[src/rtl/apb_reg_bank.sv]
// APB register bank with TX/RX FIFOs and a command-start pulse for a serial core.
// Define APB_REG_IRQ_EN to add the irq_enable register at index 7 and a live irq output.
module apb_reg_bank #(
  parameter int unsigned DATA_W     = 8,
  parameter int unsigned FIFO_DEPTH = 4
) (
  input  logic              PCLK,
  input  logic              PRESETn,
  input  logic              PSELx,
  input  logic              PENABLE,
  input  logic              PWRITE,
  input  logic [7:0]        PADDR,
  input  logic [DATA_W-1:0] PWDATA,
  output logic [DATA_W-1:0] PRDATA,
  output logic              PREADY,
  output logic              PSLVERR,
  output logic [DATA_W-1:0] prescale_reg,
  output logic [DATA_W-1:0] address_reg,
  output logic [DATA_W-1:0] command_reg,
  input  logic              core_busy,
  input  logic              core_ack,
  input  logic              tx_rd_en,
  output logic [DATA_W-1:0] tx_data,
  output logic              tx_empty,
  input  logic              rx_wr_en,
  input  logic [DATA_W-1:0] rx_data,
  output logic              cmd_start,
  output logic              irq
);

  localparam int unsigned     PtrW    = $clog2(FIFO_DEPTH);
  localparam int unsigned     CntW    = PtrW + 1;
  localparam logic [CntW-1:0] CntFull = CntW'(FIFO_DEPTH);

  localparam logic [2:0] IdxPrescale = 3'd1;
  localparam logic [2:0] IdxAddress  = 3'd2;
  localparam logic [2:0] IdxStatus   = 3'd3;
  localparam logic [2:0] IdxTx       = 3'd4;
  localparam logic [2:0] IdxRx       = 3'd5;
  localparam logic [2:0] IdxCommand  = 3'd6;
  localparam logic [2:0] IdxIrqEn    = 3'd7;

  logic [2:0]        idx;
  logic              setup, access, mapped, err;
  logic              wr_ok, status_wr, tx_push, tx_rej, tx_pop, rx_push, rx_pop;
  logic              tx_full, rx_full, rx_empty;
  logic [7:0]        status;
  logic [DATA_W-1:0] rd_mux;
  logic              unused_paddr;

  logic [DATA_W-1:0] prescale_q, address_q;
  logic [DATA_W-1:0] command_q, command_d;
  logic [DATA_W-1:0] prdata_q, prdata_d;
  logic              tx_ovf_q, tx_ovf_d, rx_ovf_q, rx_ovf_d;
  logic              cmd_start_q, cmd_start_d;

  logic [DATA_W-1:0] tx_mem [FIFO_DEPTH];
  logic [PtrW-1:0]   tx_wptr_q, tx_rptr_q;
  logic [CntW-1:0]   tx_cnt_q;
  logic [DATA_W-1:0] rx_mem [FIFO_DEPTH];
  logic [PtrW-1:0]   rx_wptr_q, rx_rptr_q;
  logic [CntW-1:0]   rx_cnt_q;

  // Low address bits select nothing; registers sit on 32-byte strides.
  assign unused_paddr = ^PADDR[4:0];
  assign idx          = PADDR[7:5];

  assign setup  = PSELx & ~PENABLE;
  assign access = PSELx & PENABLE;
  assign PREADY = access;

`ifdef APB_REG_IRQ_EN
  assign mapped = (idx != 3'd0);
`else
  assign mapped = (idx != 3'd0) && (idx != IdxIrqEn);
`endif

  assign tx_full  = (tx_cnt_q == CntFull);
  assign tx_empty = (tx_cnt_q == '0);
  assign rx_full  = (rx_cnt_q == CntFull);
  assign rx_empty = (rx_cnt_q == '0);

  assign err = ~mapped
             | (PWRITE & (idx == IdxRx))
             | (PWRITE & (idx == IdxTx) & tx_full)
             | (~PWRITE & (idx == IdxRx) & rx_empty);

  assign PSLVERR   = access & err;
  assign wr_ok     = access & PWRITE & ~err;
  assign status_wr = wr_ok & (idx == IdxStatus);
  assign tx_push   = wr_ok & (idx == IdxTx);
  assign tx_rej    = access & PWRITE & (idx == IdxTx) & tx_full;
  assign tx_pop    = tx_rd_en & ~tx_empty;
  assign rx_push   = rx_wr_en & ~rx_full;
  assign rx_pop    = access & ~PWRITE & ~err & (idx == IdxRx);

  assign status = {rx_ovf_q, tx_ovf_q, core_ack, core_busy, rx_empty, rx_full, tx_empty, tx_full};

  assign tx_data      = tx_mem[tx_rptr_q];
  assign prescale_reg = prescale_q;
  assign address_reg  = address_q;
  assign command_reg  = command_q;
  assign cmd_start    = cmd_start_q;
  assign PRDATA       = prdata_q;

`ifdef APB_REG_IRQ_EN
  logic [3:0] irq_en_q;

  always_ff @(posedge PCLK or negedge PRESETn) begin
    if (!PRESETn) begin
      irq_en_q <= '0;
    end else if (wr_ok && idx == IdxIrqEn) begin
      irq_en_q <= PWDATA[3:0];
    end
  end

  assign irq = |(irq_en_q & {rx_ovf_q, tx_ovf_q, rx_full, tx_empty});
`else
  assign irq = 1'b0;
`endif

  always_comb begin
    rd_mux = '0;
    case (idx)
      IdxPrescale: rd_mux = prescale_q;
      IdxAddress:  rd_mux = address_q;
      IdxStatus:   rd_mux[7:0] = status;
      IdxRx:       rd_mux = rx_mem[rx_rptr_q];
      IdxCommand:  rd_mux = command_q;
`ifdef APB_REG_IRQ_EN
      IdxIrqEn:    rd_mux[3:0] = irq_en_q;
`endif
      default:     rd_mux = '0;
    endcase
  end

  always_comb begin
    prdata_d    = (setup && !PWRITE) ? rd_mux : '0;
    cmd_start_d = wr_ok && (idx == IdxCommand) && PWDATA[7];
    command_d   = command_q;
    if (wr_ok && idx == IdxCommand) begin
      command_d = PWDATA;
    end else if (cmd_start_q) begin
      // The start bit is self-clearing once the pulse has been issued.
      command_d[7] = 1'b0;
    end
    // A new overflow event beats a same-cycle write-one-to-clear.
    tx_ovf_d = tx_rej | (tx_ovf_q & ~(status_wr & PWDATA[6]));
    rx_ovf_d = (rx_wr_en & rx_full) | (rx_ovf_q & ~(status_wr & PWDATA[7]));
  end

  always_ff @(posedge PCLK or negedge PRESETn) begin
    if (!PRESETn) begin
      prescale_q  <= '0;
      address_q   <= '0;
      command_q   <= '0;
      prdata_q    <= '0;
      tx_ovf_q    <= 1'b0;
      rx_ovf_q    <= 1'b0;
      cmd_start_q <= 1'b0;
    end else begin
      if (wr_ok && idx == IdxPrescale) prescale_q <= PWDATA;
      if (wr_ok && idx == IdxAddress)  address_q  <= PWDATA;
      command_q   <= command_d;
      prdata_q    <= prdata_d;
      tx_ovf_q    <= tx_ovf_d;
      rx_ovf_q    <= rx_ovf_d;
      cmd_start_q <= cmd_start_d;
    end
  end

  always_ff @(posedge PCLK or negedge PRESETn) begin
    if (!PRESETn) begin
      for (int i = 0; i < FIFO_DEPTH; i++) tx_mem[i] <= '0;
      tx_wptr_q <= '0;
      tx_rptr_q <= '0;
      tx_cnt_q  <= '0;
    end else begin
      if (tx_push) begin
        tx_mem[tx_wptr_q] <= PWDATA;
        tx_wptr_q         <= tx_wptr_q + PtrW'(1);
      end
      if (tx_pop) tx_rptr_q <= tx_rptr_q + PtrW'(1);
      case ({tx_push, tx_pop})
        2'b10:   tx_cnt_q <= tx_cnt_q + CntW'(1);
        2'b01:   tx_cnt_q <= tx_cnt_q - CntW'(1);
        default: tx_cnt_q <= tx_cnt_q;
      endcase
    end
  end

  always_ff @(posedge PCLK or negedge PRESETn) begin
    if (!PRESETn) begin
      for (int i = 0; i < FIFO_DEPTH; i++) rx_mem[i] <= '0;
      rx_wptr_q <= '0;
      rx_rptr_q <= '0;
      rx_cnt_q  <= '0;
    end else begin
      if (rx_push) begin
        rx_mem[rx_wptr_q] <= rx_data;
        rx_wptr_q         <= rx_wptr_q + PtrW'(1);
      end
      if (rx_pop) rx_rptr_q <= rx_rptr_q + PtrW'(1);
      case ({rx_push, rx_pop})
        2'b10:   rx_cnt_q <= rx_cnt_q + CntW'(1);
        2'b01:   rx_cnt_q <= rx_cnt_q - CntW'(1);
        default: rx_cnt_q <= rx_cnt_q;
      endcase
    end
  end

endmodule

[config.mk]
export PLATFORM = sky130hd
export DESIGN_NAME = apb_reg_bank
export DESIGN_NICKNAME = d
export VERILOG_FILES = /design/src/rtl/apb_reg_bank.sv
export SDC_FILE = /design/constraint.sdc
export NUM_CORES = 1
export LEC_CHECK = 0
export ABC_CLOCK_PERIOD_IN_PS = 3620
export CAP_MARGIN = 10
export CORE_MARGIN = 10
export CORE_UTILIZATION = 50
export CTS_CLUSTER_SIZE = 30
export DETAILED_ROUTE_END_ITERATION = 7
export PLACE_DENSITY = 0.76
export SLEW_MARGIN = 20
export SYNTH_ARGS = -nofsm -noshare
export SYNTH_HDL_FRONTEND = slang
export SYNTH_SLANG_ARGS = --single-unit
[constraint.sdc]
create_clock -name PCLK -period 3.62 [get_ports PCLK]
set_input_delay 1.086 -clock PCLK [delete_from_list [all_inputs] [get_ports PCLK]]
set_output_delay 1.086 -clock PCLK [all_outputs]
set_load 0.01 [all_outputs]
==> flow_summary.yaml, run 1 <==
clock_tree:
  tritoncts: "built"
  clkTransAtPathRegs_ps: 60
  clockBufferDepth: 2
  root_buffer: "clkbuf_8"
  worstSkewPairLatency_ps: 510
  htree_levels: 4
  cts.sinks: 113
  postCtsHoldBufs: 0
  cts_buffers: 17
yosys:
  netlist_area_um2: 5190
  synth_xor_area_share_pct: 2.02
  synthAdderAreaFrac_pct: 3.18
  ys_seq_area_share_pct: 54.4
  ys_types: 44
  synth_compound_area_share_pct: 4.29
  synth_top_family_by_area: "multiplexers"
  syn_inst: 365
  yosysWarningCount: 0
  yosys_register_bits: 113
  synthMuxAreaShare_pct: 27.0
  syn_nets: 410
  yosys.area_share.simple_pct: 7.15
  postSynthAreaPerCell_um2: 14.2
die:
  die_h_um: 122
  die_area_um2: 14900
  core-area_um2: 10200
  initial_core_util_pct: 50.8
  ios: 78
  rows: 37
  die_x_um: 122
timing:
  skew_ps: 6.88
  setup_ws_ps: 97.8
  tightest_slew_ps: 764
  finalSetupViolations: 0
  rsz0062_at_grt: "no"
  slew_headroom_pct: 48.7
  timing_hold_violations_final: 0
  timing.final.max_slew_violations: 0
  fmax_mhz: 284
  fin_crit_ps: 3520
  finalHoldWorstSlack_ps: 439
  min_period_over_period_pct: 97.3
  fin_setup_tns_ps: 0
grt:
  grt_usage_pct: 17.0
  antenna_found_initial: 0
  grt_pass1_wl_um: 19900
  overflow: 0
  grt_max_degree: 59
  grt_pass1_vias: 3816
job:
  cap_viol_max_count: 0
outcome:
  status: "completed"
finish:
  area_growth_pct: 30.9
  final_common_cell: "dfrtp_1"
  top_regs: "rx_mem x32, tx_mem x32"
  nets: 508
  final_area_um2: 6800
  layout-drive-gt1-share_pct: 34.2
  fillCellCount: 740
  diodes: 0
  mostFrequentLayoutCells: "dfrtp_1 (113), mux2_2 (86), clkdlybuf4s50_1 (66)"
detailed_routing:
  drt_iter0_markers: 180
  dr.pass1.iters: 4
  num_vias: 3409
  vias_per_cell: 5.57
  ant_nets: 0
  routed_wl_um: 12200
  avgRoutedWirePerCell_um: 20.0
  drc: 0
placed_design:
  pre_cts_slack_ps: -297
  place_hpwl_um: 8620
  placed_cell_area_um2: 6180
  io_buffers: 71
  gp_congestion: 0.843
critical_path:
  worst_setup_path_start_kind: "primary input"
  crit_arrival_ps: 2440
  r2r_slack_ps: 1290
  worstSetupPathType: "in2out"
  worstSetupEndpointType: "primary output"
  critPathMaxFanout: 4
  worstPathRequired_ps: 2530
power:
  p_leak_nw: 3.07
  powerDensity_nw_per_um2: 719
  ir_worst_vdd_uv: 514
min_path:
  hold_path.class: "in2async"
-- path summary, 6_finish.rpt --
kind,startpoint,endpoint,depth (start not counted)
worst max-delay path,PADDR[5],PSLVERR,6
worst min-delay path,PRESETn,tx_mem[17],1
worst max register to register,rx_cnt_q[0],rx_cnt_q[2],10
worst min register to register,tx_cnt_q[2],tx_cnt_q[2],1
max in group asynchronous,PRESETn,command_reg[6],2
min in group PCLK,tx_cnt_q[2],tx_cnt_q[2],1
-- metrics by stage --
step	utilization [%]	power, mW	instances
5_1_grt	66.4	5.14	612
3_5_place_dp	60.4	3.20	580
4_1_cts	66.4	4.93	612
6_report	66.4	4.89	612
3_3_place_gp	60.4	3.13	580
2_1_floorplan	-	2.71	365
-- routing by layer --
metal	up-vias	GRT usage [%]	wire, µm
met5	-	0	0
met4	0	5.44	232
met3	27	4.35	505
met2	86	31.8	6750
met1	1780	18.3	4740
li1	1516	-	-
-- power breakdown --
group          internal (mW)  total, mW  switching, mW
Sequential              1.65       1.95          0.301
Clock                   1.15       1.69          0.547
Combinational          0.756       1.25          0.493
-- layout make-up --
class | instances | area (µm²) | share of cell area, %
inverters | 13 | 48.8 | 0.718
multi-input cells | 228 | 2280 | 33.6
well taps | 136 | 170 | 2.50
flip-flops and latches | 113 | 2830 | 41.6
repair buffers | 90 | 858 | 12.6
clock buffers | 21 | 449 | 6.61
clock inverters | 11 | 160 | 2.36
-- kinds of logic after synthesis --
group           count (synthesis)
simple gates                   63
xor+xnor                       12
mux                           109
fa+ha+maj                      12
flops                         113
compound gates                 31
buf+inv                        24
other cells                     1
-- cells in the mapped netlist --
library cell | instances | share of area [%]
buf_1 | 2 | 0.14
nand3_2 | 1 | 0.19
nor4_4 | 1 | 0.41
and2_1 | 4 | 0.48
clkinv_1 | 1 | 0.072
conb_1 | 1 | 0.072
fa_1 | 2 | 0.77
and3b_1 | 1 | 0.17
ha_1 | 10 | 2.4
a32oi_1 | 1 | 0.17
mux4_2 | 16 | 6.9
clkbuf_1 | 6 | 0.43
and4bb_2 | 1 | 0.24
xnor2_1 | 6 | 1.0
nor3b_1 | 3 | 0.43
nand2_1 | 20 | 1.4
a22o_1 | 9 | 1.5
o21ai_0 | 3 | 0.29
mux2_1 | 2 | 0.43
nand2b_1 | 2 | 0.24
nor2_1 | 10 | 0.72
nor2b_1 | 6 | 0.72
o31ai_1 | 1 | 0.14
a31oi_1 | 1 | 0.12
nand3_1 | 1 | 0.096
xor2_1 | 6 | 1.0
o21ai_1 | 1 | 0.096
or3_1 | 1 | 0.12
buf_2 | 2 | 0.19
buf_4 | 1 | 0.14
nor3_2 | 1 | 0.19
a221oi_1 | 4 | 0.67
o311ai_0 | 1 | 0.17
a22oi_1 | 3 | 0.43
a21oi_1 | 7 | 0.67
nor3_1 | 4 | 0.39
or2_2 | 1 | 0.12
inv_1 | 12 | 0.87
dfrtp_1 | 113 | 54
nand2_4 | 4 | 0.87
mux2i_1 | 5 | 0.96
nand3b_1 | 1 | 0.14
nor4b_1 | 1 | 0.17
mux2_2 | 86 | 19
-- critical path, cell delays in order --
cell and delay, ps:
clkdlybuf4s50_1 580, o311ai_2 150, o31ai_2 90, buf_4 150, and2_1 110, dlygate4sd2_1 260
-- timing repair --
action	CTS	global route
hold endpoints to repair	0	0
setup buffers	0	0
endpoints found under the setup margin	1	0
resized for setup	7	0
Note: power is estimated with default switching activity, not from simulation.
==> inputs of run 2 (changes only) <==
- CORE_UTILIZATION: 50 -> 33
- PLACE_DENSITY: 0.76 -> 0.54
==> run 2 against run 1 <==
Against the previous run:
- design area increased by 2.1%
- highest routed layer is now met5
- first-iteration DRC count decreased by 19%
- die area increased by 42%
- largest cell class unchanged
- clock-buffer cell count unchanged
- via count decreased by 1.9%
- critical path type unchanged
- maximum frequency increased by 2.7%
- non-clock buffer count increased by 1
- wire length increased by 4.1%
- power increased by 2.4%
- combinational power about the same
==> flow_summary.yaml, run 2 (same netlist as run 1, synthesis figures left out) <==
placed_design:
  gp_congestion: 0.765
  placed_cell_area_um2: 6280
  place_hpwl_um: 9260
  dp.cells: 656
  io_buffers: 71
timing:
  fmax_mhz: 292
  rsz0062_at_grt: "no"
  slew_headroom_pct: 44.0
  fin_crit_ps: 3430
  min_period_over_period_pct: 94.8
  tightest_slew_ps: 834
  finalSetupViolations: 0
  timing_hold_violations_final: 0
  finalHoldWorstSlack_ps: 490
  timing.final.max_slew_violations: 0
  fin_setup_tns_ps: 0
  skew_ps: 10.2
detailed_routing:
  routed_wl_um: 12700
  drt_iter0_markers: 145
  vias_per_cell: 4.86
  dr.pass1.iters: 5
  avgRoutedWirePerCell_um: 18.5
  num_vias: 3344
  ant_nets: 0
  drc: 0
critical_path:
  crit_arrival_ps: 2340
  worstSetupPathType: "in2out"
  critPathMaxFanout: 2
  reg2reg_depth: 6
  worst_setup_path_start_kind: "primary input"
  r2r_start: "rx_cnt_q[0]"
  worstSetupEndpointType: "primary output"
  r2r-end: "rx_cnt_q[1]"
  worstPathRequired_ps: 2530
  r2r_slack_ps: 1440
  timing.critical_path.from: "PSELx"
  crit_end: "PREADY"
die:
  ios: 78
  initial_core_util_pct: 33.9
  die_h_um: 145
  core-area_um2: 15300
  die_area_um2: 21200
  die_x_um: 145
  rows: 45
clock_tree:
  clockBufferDepth: 2
  clkTransAtPathRegs_ps: 50
  cts.sinks: 113
  cts_buffers: 17
  cts_setup_buffers: 0
  postCtsHoldBufs: 0
  root_buffer: "clkbuf_16"
  worstSkewPairLatency_ps: 420
  tritoncts: "built"
  htree_levels: 4
finish:
  final_common_cell: "dfrtp_1"
  fillCellCount: 1401
  mostFrequentLayoutCells: "dfrtp_1 (113), mux2_2 (86), clkdlybuf4s50_1 (67)"
  diodes: 0
  final_cell_count_no_fill: 688
  area_growth_pct: 33.7
  nets: 509
  layout-drive-gt1-share_pct: 34.6
  top_regs: "rx_mem x32, tx_mem x32"
  final_area_um2: 6940
grt:
  grt_usage_pct: 12.6
  grt_pass1_wl_um: 20600
  antenna_found_initial: 1
  grt_max_degree: 64
  overflow: 0
  grt_pass1_vias: 3727
job:
  cap_viol_max_count: 0
power:
  powerDensity_nw_per_um2: 721
  p_total_mw: 5.00
  ir_worst_vdd_uv: 373
  p_leak_nw: 3.11
outcome:
  status: "completed"
min_path:
  hold_path.class: "reg2reg"
## run 2: power by group
group | switching [mW] | leakage (nW) | internal, mW
Sequential | 0.286 | 1.44 | 1.65
Clock | 0.568 | 0.323 | 1.27
Combinational | 0.479 | 1.35 | 0.757
Total | 1.33 | 3.11 | 3.67
## run 2: area by class of cell
type,count,area (µm²),area share (%)
clock inverters,11,183,2.63
inverters,13,48.8,0.703
clock buffers,21,470,6.78
repair buffers,91,871,12.5
multi-input cells,228,2280,32.8
flip-flops and latches,113,2830,40.7
well taps,211,264,3.80
## run 2: how the worst min path moves through the flow
stage	cells past startpoint	startpoint	endpoint	slack, ps
floorplan	1	rx_cnt_q[2]	rx_cnt_q[2]	460
global placement	1	tx_mem[31]	tx_mem[31]	470
detailed placement	1	rx_cnt_q[2]	rx_cnt_q[2]	480
CTS	1	rx_cnt_q[2]	rx_cnt_q[2]	490
global route	1	tx_cnt_q[2]	tx_cnt_q[2]	510
finish	1	rx_cnt_q[2]	rx_cnt_q[2]	490
## run 2: metal layers
layer  global-route usage [%]  wire [µm]  vias up
met1                     14.3       5490     1726
li1                         -          -     1524
met3                     4.47        548       22
met2                     21.5       6470       70
met4                     4.20        199        2
met5                        0         13        -
## run 2: what timing repair did
action / CTS / global route
setup endpoints to repair: 1 / 1
pin swaps: 0 / 1
hold endpoints to repair: 0 / 0
gates resized for setup: 2 / 5
cloned: 0 / 0
## run 2: through the flow
stage               setup WS, ps  util [%]
finish                       190      45.3
global placement            -277      41.0
floorplan                    658         -
global route                 116      45.3
detailed placement          -267      41.0
CTS                         3.96      45.3
## run 2: critical path, stage by stage
cell and delay [ps]:
clkdlybuf4s50_1 470, and2_1 130, buf_4 120, clkdlybuf4s50_1 530
